$ cat config.mk
export PLATFORM = sky130hd
export DESIGN_NAME = key_decoder
export DESIGN_NICKNAME = d
export VERILOG_FILES = /design/src/rtl/keypad_pkg.sv /design/src/rtl/scan_frame_assembler.sv /design/src/rtl/key_decoder.sv
export SDC_FILE = /design/constraint.sdc
export NUM_CORES = 1
export LEC_CHECK = 0
export CAP_MARGIN = 20
export CORE_AREA = 2 2 141 88
export CTS_CLUSTER_SIZE = 40
export DETAILED_ROUTE_END_ITERATION = 6
export DIE_AREA = 0 0 143 90
export DONT_BUFFER_PORTS = 1
export PLACE_DENSITY_LB_ADDON = 0.12
export RECOVER_POWER = 50
export SLEW_MARGIN = 40
export SYNTH_ARGS = -nofsm -noshare
export SYNTH_HDL_FRONTEND = slang
export SYNTH_HIERARCHICAL = 1
export SYNTH_SLANG_ARGS = --single-unit
$ cat constraint.sdc
create_clock -name clk -period 7.8 [get_ports clk]
set_input_delay 1.17 -clock clk [delete_from_list [all_inputs] [get_ports clk]]
set_output_delay 1.17 -clock clk [all_outputs]
set_load 0.005 [all_outputs]
$ cat src/rtl/keypad_pkg.sv
// Shared types, key legend and helpers for the 4x4 keypad decoder.
package keypad_pkg;

    typedef enum logic [1:0] {
        IDLE,
        DEBOUNCE,
        HELD,
        RELEASE
    } kd_state_t;

    localparam logic [3:0] COL_FIRST = 4'b1000;
    localparam logic [3:0] COL_LAST  = 4'b0001;

    // Indexed by raw 4*row+col; the pad legend is wired transposed to the scan matrix.
    localparam logic [3:0] KEY_MAP [16] = '{
        4'hD, 4'hC, 4'hB, 4'hA,
        4'hF, 4'h9, 4'h6, 4'h3,
        4'h0, 4'h8, 4'h5, 4'h2,
        4'hE, 4'h7, 4'h4, 4'h1
    };

    function automatic logic [4:0] popcount16(input logic [15:0] m);
        logic [4:0] n;
        n = '0;
        for (int i = 0; i < 16; i++) n = n + 5'(m[i]);
        return n;
    endfunction

    function automatic logic onehot4(input logic [3:0] c);
        return (c != 4'b0) && ((c & (c - 4'd1)) == 4'b0);
    endfunction

    function automatic logic [3:0] low_index16(input logic [15:0] m);
        logic [3:0] idx;
        idx = '0;
        for (int i = 15; i >= 0; i--) begin
            if (m[i]) idx = 4'(i);
        end
        return idx;
    endfunction

endpackage

$ cat src/rtl/scan_frame_assembler.sv
// Collects four ordered column words into one 16-bit key map.
module scan_frame_assembler
    import keypad_pkg::*;
(
    input  logic        clk,
    input  logic        reset,
    input  logic [7:0]  rcbits,
    output logic [15:0] frame_map,
    output logic        frame_done
);

    logic [3:0]  row;
    logic [3:0]  col;
    logic [15:0] spread;
    logic [15:0] acc;
    logic [3:0]  expect_col;
    logic        active;

    assign row = rcbits[7:4];
    assign col = rcbits[3:0];

    always_comb begin
        spread = '0;
        for (int r = 0; r < 4; r++) begin
            spread[4*r +: 4] = row[r] ? col : 4'b0;
        end
    end

    always_ff @(posedge clk) begin
        if (reset) begin
            acc        <= '0;
            expect_col <= '0;
            active     <= 1'b0;
            frame_map  <= '0;
            frame_done <= 1'b0;
        end else begin
            frame_done <= 1'b0;
            if (col == COL_FIRST) begin
                acc        <= spread;
                expect_col <= COL_FIRST >> 1;
                active     <= 1'b1;
            end else if (active && onehot4(col) && col == expect_col) begin
                if (col == COL_LAST) begin
                    frame_map  <= acc | spread;
                    frame_done <= 1'b1;
                    active     <= 1'b0;
                end else begin
                    acc        <= acc | spread;
                    expect_col <= expect_col >> 1;
                end
            end else begin
                active <= 1'b0;
            end
        end
    end

endmodule

$ cat src/rtl/key_decoder.sv
// Frame-level debounce FSM producing one hex code per accepted key press.
module key_decoder
    import keypad_pkg::*;
#(
    parameter int DEBOUNCE_FRAMES = 4
) (
    input  logic       clk,
    input  logic       reset,
    input  logic [7:0] rcbits,
    output logic [3:0] key,
    output logic       key_valid,
    output logic       key_down
);

    localparam logic [3:0] DF = 4'(DEBOUNCE_FRAMES);

    logic [15:0] frame_map;
    logic        frame_done;
    logic [4:0]  pc;
    logic        is_none;
    logic        is_single;
    logic [3:0]  idx;
    logic [3:0]  cnt_inc;

    kd_state_t   state;
    logic [3:0]  cand;
    logic [3:0]  cnt;

    scan_frame_assembler u_asm (
        .clk        (clk),
        .reset      (reset),
        .rcbits     (rcbits),
        .frame_map  (frame_map),
        .frame_done (frame_done)
    );

    assign pc        = popcount16(frame_map);
    assign is_none   = (pc == 5'd0);
    assign is_single = (pc == 5'd1);
    assign idx       = low_index16(frame_map);
    assign cnt_inc   = cnt + 4'd1;

    always_ff @(posedge clk) begin
        if (reset) begin
            state     <= IDLE;
            cand      <= '0;
            cnt       <= '0;
            key       <= '0;
            key_valid <= 1'b0;
            key_down  <= 1'b0;
        end else begin
            key_valid <= 1'b0;
            if (frame_done) begin
                unique case (state)
                    IDLE: begin
                        if (is_single) begin
                            cand <= idx;
                            cnt  <= 4'd1;
                            if (DF == 4'd1) begin
                                key       <= KEY_MAP[idx];
                                key_valid <= 1'b1;
                                key_down  <= 1'b1;
                                state     <= HELD;
                            end else begin
                                state <= DEBOUNCE;
                            end
                        end
                    end
                    DEBOUNCE: begin
                        if (is_single && idx == cand) begin
                            cnt <= cnt_inc;
                            if (cnt_inc == DF) begin
                                key       <= KEY_MAP[cand];
                                key_valid <= 1'b1;
                                key_down  <= 1'b1;
                                state     <= HELD;
                            end
                        end else if (is_single) begin
                            cand <= idx;
                            cnt  <= 4'd1;
                        end else begin
                            cnt   <= '0;
                            state <= IDLE;
                        end
                    end
                    HELD: begin
                        if (is_none) begin
                            if (DF == 4'd1) begin
                                cnt      <= '0;
                                key_down <= 1'b0;
                                state    <= IDLE;
                            end else begin
                                cnt   <= 4'd1;
                                state <= RELEASE;
                            end
                        end
                    end
                    RELEASE: begin
                        if (is_none) begin
                            if (cnt_inc == DF) begin
                                cnt      <= '0;
                                key_down <= 1'b0;
                                state    <= IDLE;
                            end else begin
                                cnt <= cnt_inc;
                            end
                        end else begin
                            cnt   <= '0;
                            state <= HELD;
                        end
                    end
                    default: state <= IDLE;
                endcase
            end
        end
    end

endmodule

==> run metrics <==
number of diodes 0; fillers 1,225; TritonCTS clock tree done; delay of the slowest critical-path stage 560 ps; HPWL Detailed 6.28 mm; share of layout cells above drive strength 1 10.1%; Congestion Overflow GR 0; top-count cell post-synth dfxtp_1; Sw Share 22.6%; detailed router's first-iteration violation count 158; Seq pwr share 52.9%; routability congestion estimate 0.825; leakage 0.00142 uW; Die W 143 um; IO Pins 16; RSZ-0062 raised after global routing no; Period minus WS final 5340 ps; All-Layer GR Usage 14.0%; Yosys top cell area share 31.3%; post-route clock skew 6.46 ps; power density cells 140 mW/mm^2; number of CTS-inserted buffers 5; first-pass GRT wire length 14.3 mm; worst slew pin tran 1040 ps; hold buffer count at cts 0; flop-to-flop setup slack 2460 ps; post-route ant nets 0; Avg Inst Size Synth 8.48 sq um; via-per-instance ratio 4.93; Reg clk slew, reported paths 70 ps; Synth Warn # 6; Syn Nets 427; Comb pwr share 2.8%; Max Cap Violations 0; die footprint 0.0129 sq mm; final hold vios 0; area leader, netlist dfxtp_1; WHS Path Cells 2; number of synthesized register bits 53; status complete, no violations; Vias 2,727; synth cell count leaders dfxtp_1, a21oi_1, nand2_1, nor2_1, inv_1; Initial Util 29.1%; worst-path cell chain inv_1, fa_1, inv_1, fa_1, fa_1, inv_1, fa_1, inv_1, ha_1, fa_1, a211o_1, a21o_1, a21oi_2, nand3_1, a2111oi_4, a21oi_1, a31o_2; Crit. End Element flop; Crit path required time 7990 ps; Post-Syn Area 0.00339 sq mm; Net Sw Power 116 uW; DR pass1 iterations 4; DRC 0; Post-Synthesis Cells 400; CTS Sinks 53; Hold/Removal Path Class flop to flop; Clk network pwr share 44.3%; Slew Viols, Final 0; CP arrival 5530 ps; Die Ht 90 um; Main synth FF type dfxtp_1; ys async rst share 0%; Crit-path slowest cell fa_1; setup bufs post-CTS 0; Worst-Skew Late Latency 300 ps; I/O Buffers 0; CP startpoint kind flop; clock root buffer clkbuf_16; number of setup violations in the final report 0; largest net degree at the start of global routing 63; setup tns final 0 ps; Area contributors post-synth dfxtp_1, fa_1, a21oi_1, mux2_4, nand2_1; FMAX 0.187 GHz; final period utilization 68.5%; post-cts sizing count 0; Post-layout nets 414; cell internal pwr 397 uW; core area 0.0117 sq mm; critical path class flop to flop; Min Hold Slack 450 ps; final wirelength 8.60 mm; cell mode on critical path fa_1; VDD IR-drop max 0.0690 mV; Area Growth Syn to Fin 7.93%; Seq/Total Area, Yosys 31.3%; vias in the first global route 2,614; initial antenna violation count 0; routed len/inst 15.6 um; Synth cell types 65; Slew HR 30.3%; number of core rows 31; Post-synth EDFFs 0; H-tree levels 2; cells on worst reg2reg path 17; Bufs on Longest Clock Path 2; crit-path max FO 11
[sequential cells by signal, indices dropped and copies added (netlist names)]
name and count:
cnt 4, u_asm/expect_col 3, cand 4, u_asm/frame_done 1, key_valid 1, u_asm/acc 16, key_down 1, u_asm/active 1
state 2, key 4, u_asm/frame_map 16
[logic make-up (layout without fill, tap and decap cells)]
kind of cell	count (synthesis)	after routing	synth area share, %
flops	53	53	31.3
fa+ha+maj	17	17	8.48
simple gates	150	150	23.2
compound gates	102	102	21.7
mux	21	21	7.93
xor+xnor	4	4	1.03
buf+inv	53	41	6.34
[power groups by stage]
| stage | Sequential, uW | Clock, uW | Combinational [uW] |
|---|---|---|---|
| after global placement | 278 | 0 | 14.4 |
| after floorplan | 278 | 0 | 17.1 |
| after detailed placement | 278 | 0 | 14.4 |
| final | 271 | 227 | 14.3 |
| after CTS | 271 | 236 | 14.4 |
| after global routing | 271 | 248 | 15.9 |
[worst paths after layout]
| path | startpoint | endpoint |
|---|---|---|
| worst min register to register | u_asm/acc[11] | u_asm/acc[11] |
| worst max register to register | u_asm/frame_map[5] | key[0] |
| worst min-delay path | u_asm/acc[11] | u_asm/acc[11] |
| worst max-delay path | u_asm/frame_map[5] | key[0] |
[area by class of cell]
| type | instances | area (sq um) | area share [%] |
|---|---|---|---|
| Clock buffer | 6 | 129 | 3.52 |
| Clock inverter | 2 | 13.8 | 0.376 |
| Inverter | 32 | 120 | 3.28 |
| Multi-Input combinational cell | 294 | 2130 | 58.1 |
| Sequential cell | 53 | 1060 | 29.0 |
| Tap cell | 165 | 206 | 5.64 |
| Timing Repair Buffer | 1 | 3.75 | 0.103 |
[worst max-delay path: cells and delay by family (launching register included)]
family	cells	cell delay, ps
adders and majority gates	6	2610
buffers and inverters	4	270
and+or+nand+nor	1	220
AOI/OAI and AO/OA	6	1670
DFF	1	470
[routing by layer]
layer  vias to the layer above  GRT usage (%)  part of all wire (%)
met5                         -              0                     0
met4                         0           3.47                   1.2
met3                         9           2.72                   3.5
met2                        22           17.6                    36
met1                      1311           23.3                    59
li1                       1385              -                     -
[cell usage in the layout (no fill, tap or decap), types with 3 or more instances in the layout]
cell,instances
o21ai_0,5
o2111ai_1,3
o31ai_1,10
or3_1,3
nand2b_1,14
mux2_4,10
nor4b_1,3
a211o_1,3
mux2i_1,4
nor2b_1,17
ha_1,7
dfxtp_1,53
and2_0,3
a21o_1,3
nor2_1,35
fa_1,10
o211ai_1,3
a211oi_1,3
mux2_2,7
inv_1,32
and2_1,3
o21a_1,4
nor3_1,4
clkbuf_16,5
a31oi_1,3
nand3_1,14
nand2_1,38
a21oi_1,38
[stage by stage]
| stage | util, % | power, uW | cells | cell area, sq um | setup WS (ps) |
|---|---|---|---|---|---|
| final | 31.4 | 513 | 553 | 3660 | 2460 |
| after CTS | 31.4 | 522 | 553 | 3670 | 2460 |
| after detailed placement | 30.2 | 292 | 545 | 3520 | 2480 |
| after global routing | 31.4 | 535 | 553 | 3660 | 2200 |
| after floorplan | - | 295 | 400 | 3390 | 3010 |
| after global placement | 30.1 | 292 | 545 | 3510 | 2380 |
Power figures use the tool's default switching activity.
